File: src/rtl/disp_scan_mux.sv
// disp_scan_mux: scans four hex digits onto one MC14495-style decoder and a
// 4-digit common-anode display. New values are staged and only promoted to
// the displayed (shadow) copy at frame boundaries, so a frame never mixes
// old and new digits.
module disp_scan_mux #(
    parameter int SCAN_DIV = 100000,
    parameter int LZB_EN   = 0
) (
    input  logic        clk,
    input  logic        rst,
    input  logic [15:0] hexs,
    input  logic [3:0]  points,
    input  logic [3:0]  LEs,
    input  logic        load,
    output logic [3:0]  AN,
    output logic [3:0]  HEX,
    output logic        point,
    output logic        LE,
    output logic        frame
);

    // Prescaler width; a one-clock slot still needs a 1-bit register.
    localparam int PW = (SCAN_DIV > 1) ? $clog2(SCAN_DIV) : 1;
    localparam logic [PW-1:0] PRESC_MAX = PW'(SCAN_DIV - 1);

    // Leading-zero blank for digit k: digit 0 is never blanked; digit k>=1
    // blanks when it and every more significant nibble are zero.
    function automatic logic lzb_blank(input logic [1:0] k, input logic [15:0] h);
        logic b;
        b = 1'b0;
        case (k)
            2'd1:    b = (h[15:4]  == 12'h000);
            2'd2:    b = (h[15:8]  == 8'h00);
            2'd3:    b = (h[15:12] == 4'h0);
            default: b = 1'b0;
        endcase
        return b;
    endfunction

    logic [PW-1:0] presc_q, presc_d;
    logic [1:0]    idx_q, idx_d;

    logic [15:0]   stage_hex_q;
    logic [3:0]    stage_pt_q;
    logic [3:0]    stage_le_q;
    logic          pend_q;

    logic [15:0]   shadow_hex_q;
    logic [3:0]    shadow_pt_q;
    logic [3:0]    shadow_le_q;

    logic [3:0]    an_q, an_d;
    logic [3:0]    hex_q, hex_d;
    logic          point_q, point_d;
    logic          le_q, le_d;
    logic          frame_q;

    logic          tick;
    logic          boundary;
    logic          lzb;

    // Slot timing: tick ends a digit slot, boundary ends the whole frame.
    always_comb begin
        tick     = (presc_q == PRESC_MAX);
        boundary = tick && (idx_q == 2'd3);
        if (tick) begin
            presc_d = '0;
            idx_d   = idx_q + 2'd1;
        end else begin
            presc_d = presc_q + PW'(1);
            idx_d   = idx_q;
        end
    end

    // Prescaler and digit index registers.
    always_ff @(posedge clk or posedge rst) begin
        if (rst) begin
            presc_q <= '0;
            idx_q   <= 2'd0;
        end else begin
            presc_q <= presc_d;
            idx_q   <= idx_d;
        end
    end

    // Load handling: mid-frame loads go to the stage (last one wins) and are
    // promoted at the boundary; a load landing on the boundary goes straight
    // to the shadow and supersedes anything pending.
    always_ff @(posedge clk or posedge rst) begin
        if (rst) begin
            stage_hex_q  <= 16'h0000;
            stage_pt_q   <= 4'h0;
            stage_le_q   <= 4'h0;
            pend_q       <= 1'b0;
            shadow_hex_q <= 16'h0000;
            shadow_pt_q  <= 4'h0;
            shadow_le_q  <= 4'hF;
        end else begin
            if (load && boundary) begin
                shadow_hex_q <= hexs;
                shadow_pt_q  <= points;
                shadow_le_q  <= LEs;
                pend_q       <= 1'b0;
            end else if (load) begin
                stage_hex_q  <= hexs;
                stage_pt_q   <= points;
                stage_le_q   <= LEs;
                pend_q       <= 1'b1;
            end else if (boundary && pend_q) begin
                shadow_hex_q <= stage_hex_q;
                shadow_pt_q  <= stage_pt_q;
                shadow_le_q  <= stage_le_q;
                pend_q       <= 1'b0;
            end
        end
    end

    // Next output values for the digit currently selected by idx.
    always_comb begin
        lzb     = (LZB_EN != 0) ? lzb_blank(idx_q, shadow_hex_q) : 1'b0;
        an_d    = ~(4'b0001 << idx_q);
        hex_d   = shadow_hex_q[{idx_q, 2'b00} +: 4];
        point_d = shadow_pt_q[idx_q];
        le_d    = shadow_le_q[idx_q] | lzb;
    end

    // Registered outputs, one clock behind idx/shadow; reset keeps display dark.
    always_ff @(posedge clk or posedge rst) begin
        if (rst) begin
            an_q    <= 4'hF;
            hex_q   <= 4'h0;
            point_q <= 1'b0;
            le_q    <= 1'b1;
            frame_q <= 1'b0;
        end else begin
            an_q    <= an_d;
            hex_q   <= hex_d;
            point_q <= point_d;
            le_q    <= le_d;
            frame_q <= boundary;
        end
    end

    assign AN    = an_q;
    assign HEX   = hex_q;
    assign point = point_q;
    assign LE    = le_q;
    assign frame = frame_q;

endmodule

File: config.mk
export PLATFORM = sky130hd
export DESIGN_NAME = disp_scan_mux
export DESIGN_NICKNAME = d
export VERILOG_FILES = /design/src/rtl/disp_scan_mux.sv
export SDC_FILE = /design/constraint.sdc
export NUM_CORES = 1
export LEC_CHECK = 0
export CAP_MARGIN = 20
export CELL_PAD_IN_SITES_DETAIL_PLACEMENT = 0
export CELL_PAD_IN_SITES_GLOBAL_PLACEMENT = 1
export CORE_UTILIZATION = 40
export CTS_CLUSTER_SIZE = 16
export DETAILED_ROUTE_END_ITERATION = 10
export PLACE_DENSITY = 0.8
export SLEW_MARGIN = 20
export SYNTH_ARGS = -nofsm -noshare
export SYNTH_HDL_FRONTEND = slang
export SYNTH_SLANG_ARGS = --single-unit
File: constraint.sdc
create_clock -name clk -period 4.31 [get_ports clk]
set_input_delay 1.293 -clock clk [delete_from_list [all_inputs] [get_ports clk]]
set_output_delay 1.293 -clock clk [all_outputs]
set_load 0.1 [all_outputs]
# After elaboration in Yosys (flattened, before gate mapping)
# Cells that the tools add are included.
word_totals:
  register_bits: 79
  latch_bits: 0
  ram_bits: 0
  romBits: 0
  input_bits: 27
  wordCells: 48
  n_memories: 0
op_classes:
  addsub: 2
  mul: 0
  div: 0
  order_cmp: 1
  eq_ne: 3
  shifts: 2
  muxes: 17
  bitwise: 2
  n_reduce_logical: 7
op_table:
  columns: ["operator", "n"]
  rows:
  - ["$mux 16", 3]
  - ["$mux 4", 6]
  - ["$add 17x1->17 const B", 1]
  - ["$eq 17x17->1 const B", 1]
  - ["$mux 17", 1]
  - ["$shiftx 16x5->4", 1]
  - ["$mux 1", 5]
  - ["$bmux 1 s2", 2]
  - ["$not 4->4", 1]
  - ["$reduce_and 2->1", 2]
  - ["$shl 1x2->4 const A", 1]
  - ["$logic_and 1x1->1", 3]
  - ["$lt 2x3->1 const B", 1]
  - ["$reduce_bool 3->1", 1]
  - ["$add 2x1->2 const B", 1]
  - ["$eq 2x2->1 const B", 1]
  - ["$ne 2x1->1 const B", 1]
  - ["$reduce_bool 2->1", 1]
  - ["$not 1->1", 1]

# Logic depth before layout (Yosys ltp)
logic_depth:
  word_depth: 6
  depth_mapped: 7

# Least setup slack after synthesis
# No wires, ideal clock.
synth_path:
  kind: "input to register"
  start: "in load"
  end: "reg shadow_hex_q[0]"
  setup_ns: 0.125
  t_arrival_ns: 2.341
  required_time_ns: 4.185
  path_slack_ns: 1.844
  cell_stages: 5
  cell_sequence: "clkbuf_1 > nor2_1 > nand4b_4 > buf_6 > mux2_4"
synth_via:
  elab_chain_cells: 3
  elab_cells_between_ends: 5
synth_lines:
  columns: ["item", "line", "source"]
  rows:
  - ["start: declaration", "14", "input logic load,"]
  - ["$logic_and 1x1->1", "99", "if (load && boundary) begin"]
  - ["$ne 2x1->1 (no line) / $reduce_bool 2->1 (equally long branches)", null, null]
  - ["$reduce_and 2->1 (no line)", null, null]
  - ["end signal: assignment", "100", "shadow_hex_q <= hexs;"]
  - ["end signal: assignment", "110", "shadow_hex_q <= stage_hex_q;"]
  - ["end: declaration", "48", "logic [15:0] shadow_hex_q;"]
# Several ways; a longest one is shown, not always the timed one.
# A chain may end at the register's enable or synchronous reset.

# Final worst setup path
layout_path:
  start: "reg an_q[0] (netlist: AN[0])"
  end: "out AN[0]"
layout_rtl:
  columns: ["item", "line", "source"]
  rows:
  - ["start: declaration", "52", "logic [3:0] an_q, an_d;"]
  - ["start signal: assignment", "136", "an_q <= an_d;"]
  - ["end: declaration", "15", "output logic [3:0] AN,"]
# No word-level cell between the ends.

==> flow_summary.yaml <==
finish:
  largest-register: "presc_q"
  num_antenna_cells: 0
  largest_reg_flops: 17
  fin_nets: 363
  top_regs: "presc_q: 17 flops, shadow_hex_q: 16 flops, stage_hex_q: 16 flops"
  nFillCells: 747
  multiInputGateArea_um2: 1410
  synthToLayoutAreaGrowth_pct: 17.3
  regArea_um2: 1990
  layout-drive-gt1-share_pct: 19.3
  final_cells: 444
setup_path:
  rr_endpoint: "stage_le_q[1]$_DFFE_PP0P_"
  crit_type: "flip-flop to output pin"
  cp.depth: 1
  critical_path.cell_chain: "clkdlybuf4s50_1"
  reg2reg_depth: 5
  crit_start: "AN[0]$_DFF_PP1_"
  max_stage_delay_ns: 1.12
  worstSetupEndpoint: "AN[0]"
  path_buf_inv: 1
  critPathLaunchType: "flip-flop"
  crit_path_max_fanout: 1
  r2r_start: "presc_q[0]$_DFF_PP0_"
  crit_arrival_ns: 1.99
  r2r_slack_ns: 2.00
  crit_family: "buffers and inverters"
  endpoint_kind: "output pin"
  critPathSlowestCell: "clkdlybuf4s50_1"
  critPathRequiredTime_ns: 3.02
cts:
  clock_latency_ns: 0.35
  cts_root_buffer: "clkbuf_8"
  postCtsResizedCells: 0
  cts_made_buffers: 9
  htree_levels: 3
  cts.sinks: 79
  post-cts-setup-buffers: 0
  cts_tree: "yes"
  clk_path_buf_depth: 2
  cts_hold_buf: 0
  path_clk_slew_ns: 0.09
die:
  dieArea_um2: 9390
  io_pins: 38
  dieWidth_um: 96.9
  die_y_um: 96.9
  core_um2: 8720
  start_util_pct: 41.3
  rows: 34
route:
  vias_per_cell: 5.05
  wl_mm: 6.73
  wire_per_inst_um: 15.2
  final_antenna_net_count: 0
  post-route-drc-count: 0
  via_count: 2241
  drtIter0Drc: 104
  dr.pass1.iters: 4
yosys:
  synth_warnings: 0
  syn_area_per_cell_um2: 12.1
  yosysSeqAreaShare_pct: 55.2
  synth.net_count: 330
  yosysTopAreaCellShare_pct: 48.6
  synth_area_leaders: "dfrtp_1, mux2_4, dfstp_2"
  ys_ff_latch: 79
  yosysTopAreaCell: "dfrtp_1"
  syn-cell-area_um2: 3600
  synth_cell_type_count: 32
  synth_cells: 298
pwr:
  p_per_area_nw_per_um2: 326
  p_leak_nw: 1.96
  ir_drop_uv: 153
placed_design:
  placedCellCount: 428
  numPortBuffers: 37
  gp_congestion: 0.749
  hpwl_mm: 4.47
timing:
  fmaxAchievable_ghz: 0.304
  slew_headroom_pct: 34.3
  hold_violations: 0
  slew_viol_final: 0
  worst_pin_slew_ns: 0.982
  period_minus_slack_ns: 3.29
  fin_crit_sh_pct: 76.3
  rsz0062_at_grt: "no"
  setup-tns-final_ns: 0
  setup_violations: 0
  fin_skew_ns: 0.0113
global_routing:
  overflow: 0
  grt_pass1_wl_mm: 11.3
  grt_pass1_vias: 2286
  track_usage_pct: 15.4
  grt_max_degree: 48
  antenna_found_initial: 0
job:
  maxCapViolCount: 0
hold_path:
  hp-start: "stage_hex_q[10]$_DFFE_PP0P_"
  hold_path_class: "flip-flop to flip-flop"
outcome:
  status: "complete, no violations"
per-stage QoR:
step           power (mW)  area (um^2)  worst slack, ns  hold WS (ns)  util (%)
4_1_cts              1.40         4230            0.994         0.498      48.5
5_1_grt              1.44         4230            0.990         0.513      48.5
2_1_floorplan       0.837         3600             1.01         0.456         -
3_3_place_gp        0.877         4040             1.22         0.471      46.4
6_report             1.38         4230             1.02         0.494      48.5
3_5_place_dp        0.880         4040             1.18         0.474      46.4
cells by family (layout without fill, tap and decap cells):
family / Yosys count / count (layout) / synth area share, %
flops: 79 / 79 / 55.2
simple gates: 69 / 69 / 9.97
compound gates: 48 / 48 / 9.06
buf+inv: 48 / 86 / 5.83
mux: 34 / 34 / 14.6
xor+xnor: 15 / 15 / 3.65
fa+ha+maj: 5 / 5 / 1.74
how the worst min path moves through the flow:
| stage | endpoint | slack [ns] | cells past startpoint |
|---|---|---|---|
| after CTS | stage_hex_q[11]$_DFFE_PP0P_ | 0.50 | 1 |
| after detailed placement | stage_hex_q[0]$_DFFE_PP0P_ | 0.47 | 1 |
| final | stage_hex_q[10]$_DFFE_PP0P_ | 0.49 | 1 |
| after global routing | stage_hex_q[5]$_DFFE_PP0P_ | 0.51 | 1 |
| after floorplan | stage_hex_q[0]$_DFFE_PP0P_ | 0.46 | 1 |
| after global placement | stage_hex_q[1]$_DFFE_PP0P_ | 0.47 | 1 |
area by class of cell:
class,instances,area share (%)
multi-input combinational,171,33.2
clock inverter,7,1.45
tap,108,3.20
sequential,79,47.0
inverter,31,2.75
clock buffer,9,2.93
timing repair buffer,39,9.41
layer usage:
layer  up-vias  wire length [um]  track usage (%)  part of all wire (%)
met5         -                 0                0                     0
met4         0                85             6.77                   1.3
met3         6               242             3.03                   3.6
met2        45              3110             23.2                    46
met1      1095              3290             21.5                    49
li1       1095                 -                -                     -
power by group:
group	switching (mW)	internal [mW]	total (mW)	leakage [nW]
clock network	0.294	0.220	0.514	0.0888
logic	0.0474	0.0447	0.0921	0.863
registers	0.0106	0.761	0.772	1.01
cell usage in the layout (no fill, tap or decap), drive strengths merged:
cell	count
a21oi	1
a31o	1
and2	1
and3	3
and4	2
and4b	1
buf	2
clkbuf	9
clkdlybuf4s50	37
clkinv	1
clkinvlp	2
dfrtp	70
dfstp	9
ha	5
inv	35
mux2	28
mux4	6
nand2	27
nand3	5
nand4	5
nand4b	1
nor2	10
nor2b	2
nor3	4
nor3b	1
nor4	4
nor4b	1
o21ai	24
o2bb2ai	22
or3	2
xnor2	10
xor2	5
Yosys cell counts (all sizes together):
cell type  instances
dfrtp             70
inv               31
mux2              28
nand2             27
o21ai             24
o2bb2ai           22
buf               10
nor2              10
xnor2             10
dfstp              9
clkbuf             7
mux4               6
ha                 5
nand3              5
nand4              5
xor2               5
nor3               4
nor4               4
and3               3
and4               2
nor2b              2
or3                2
a21oi              1
a31o               1
and2               1
and4b              1
nand4b             1
nor3b              1
nor4b              1
(Power assumes the default switching activity.)
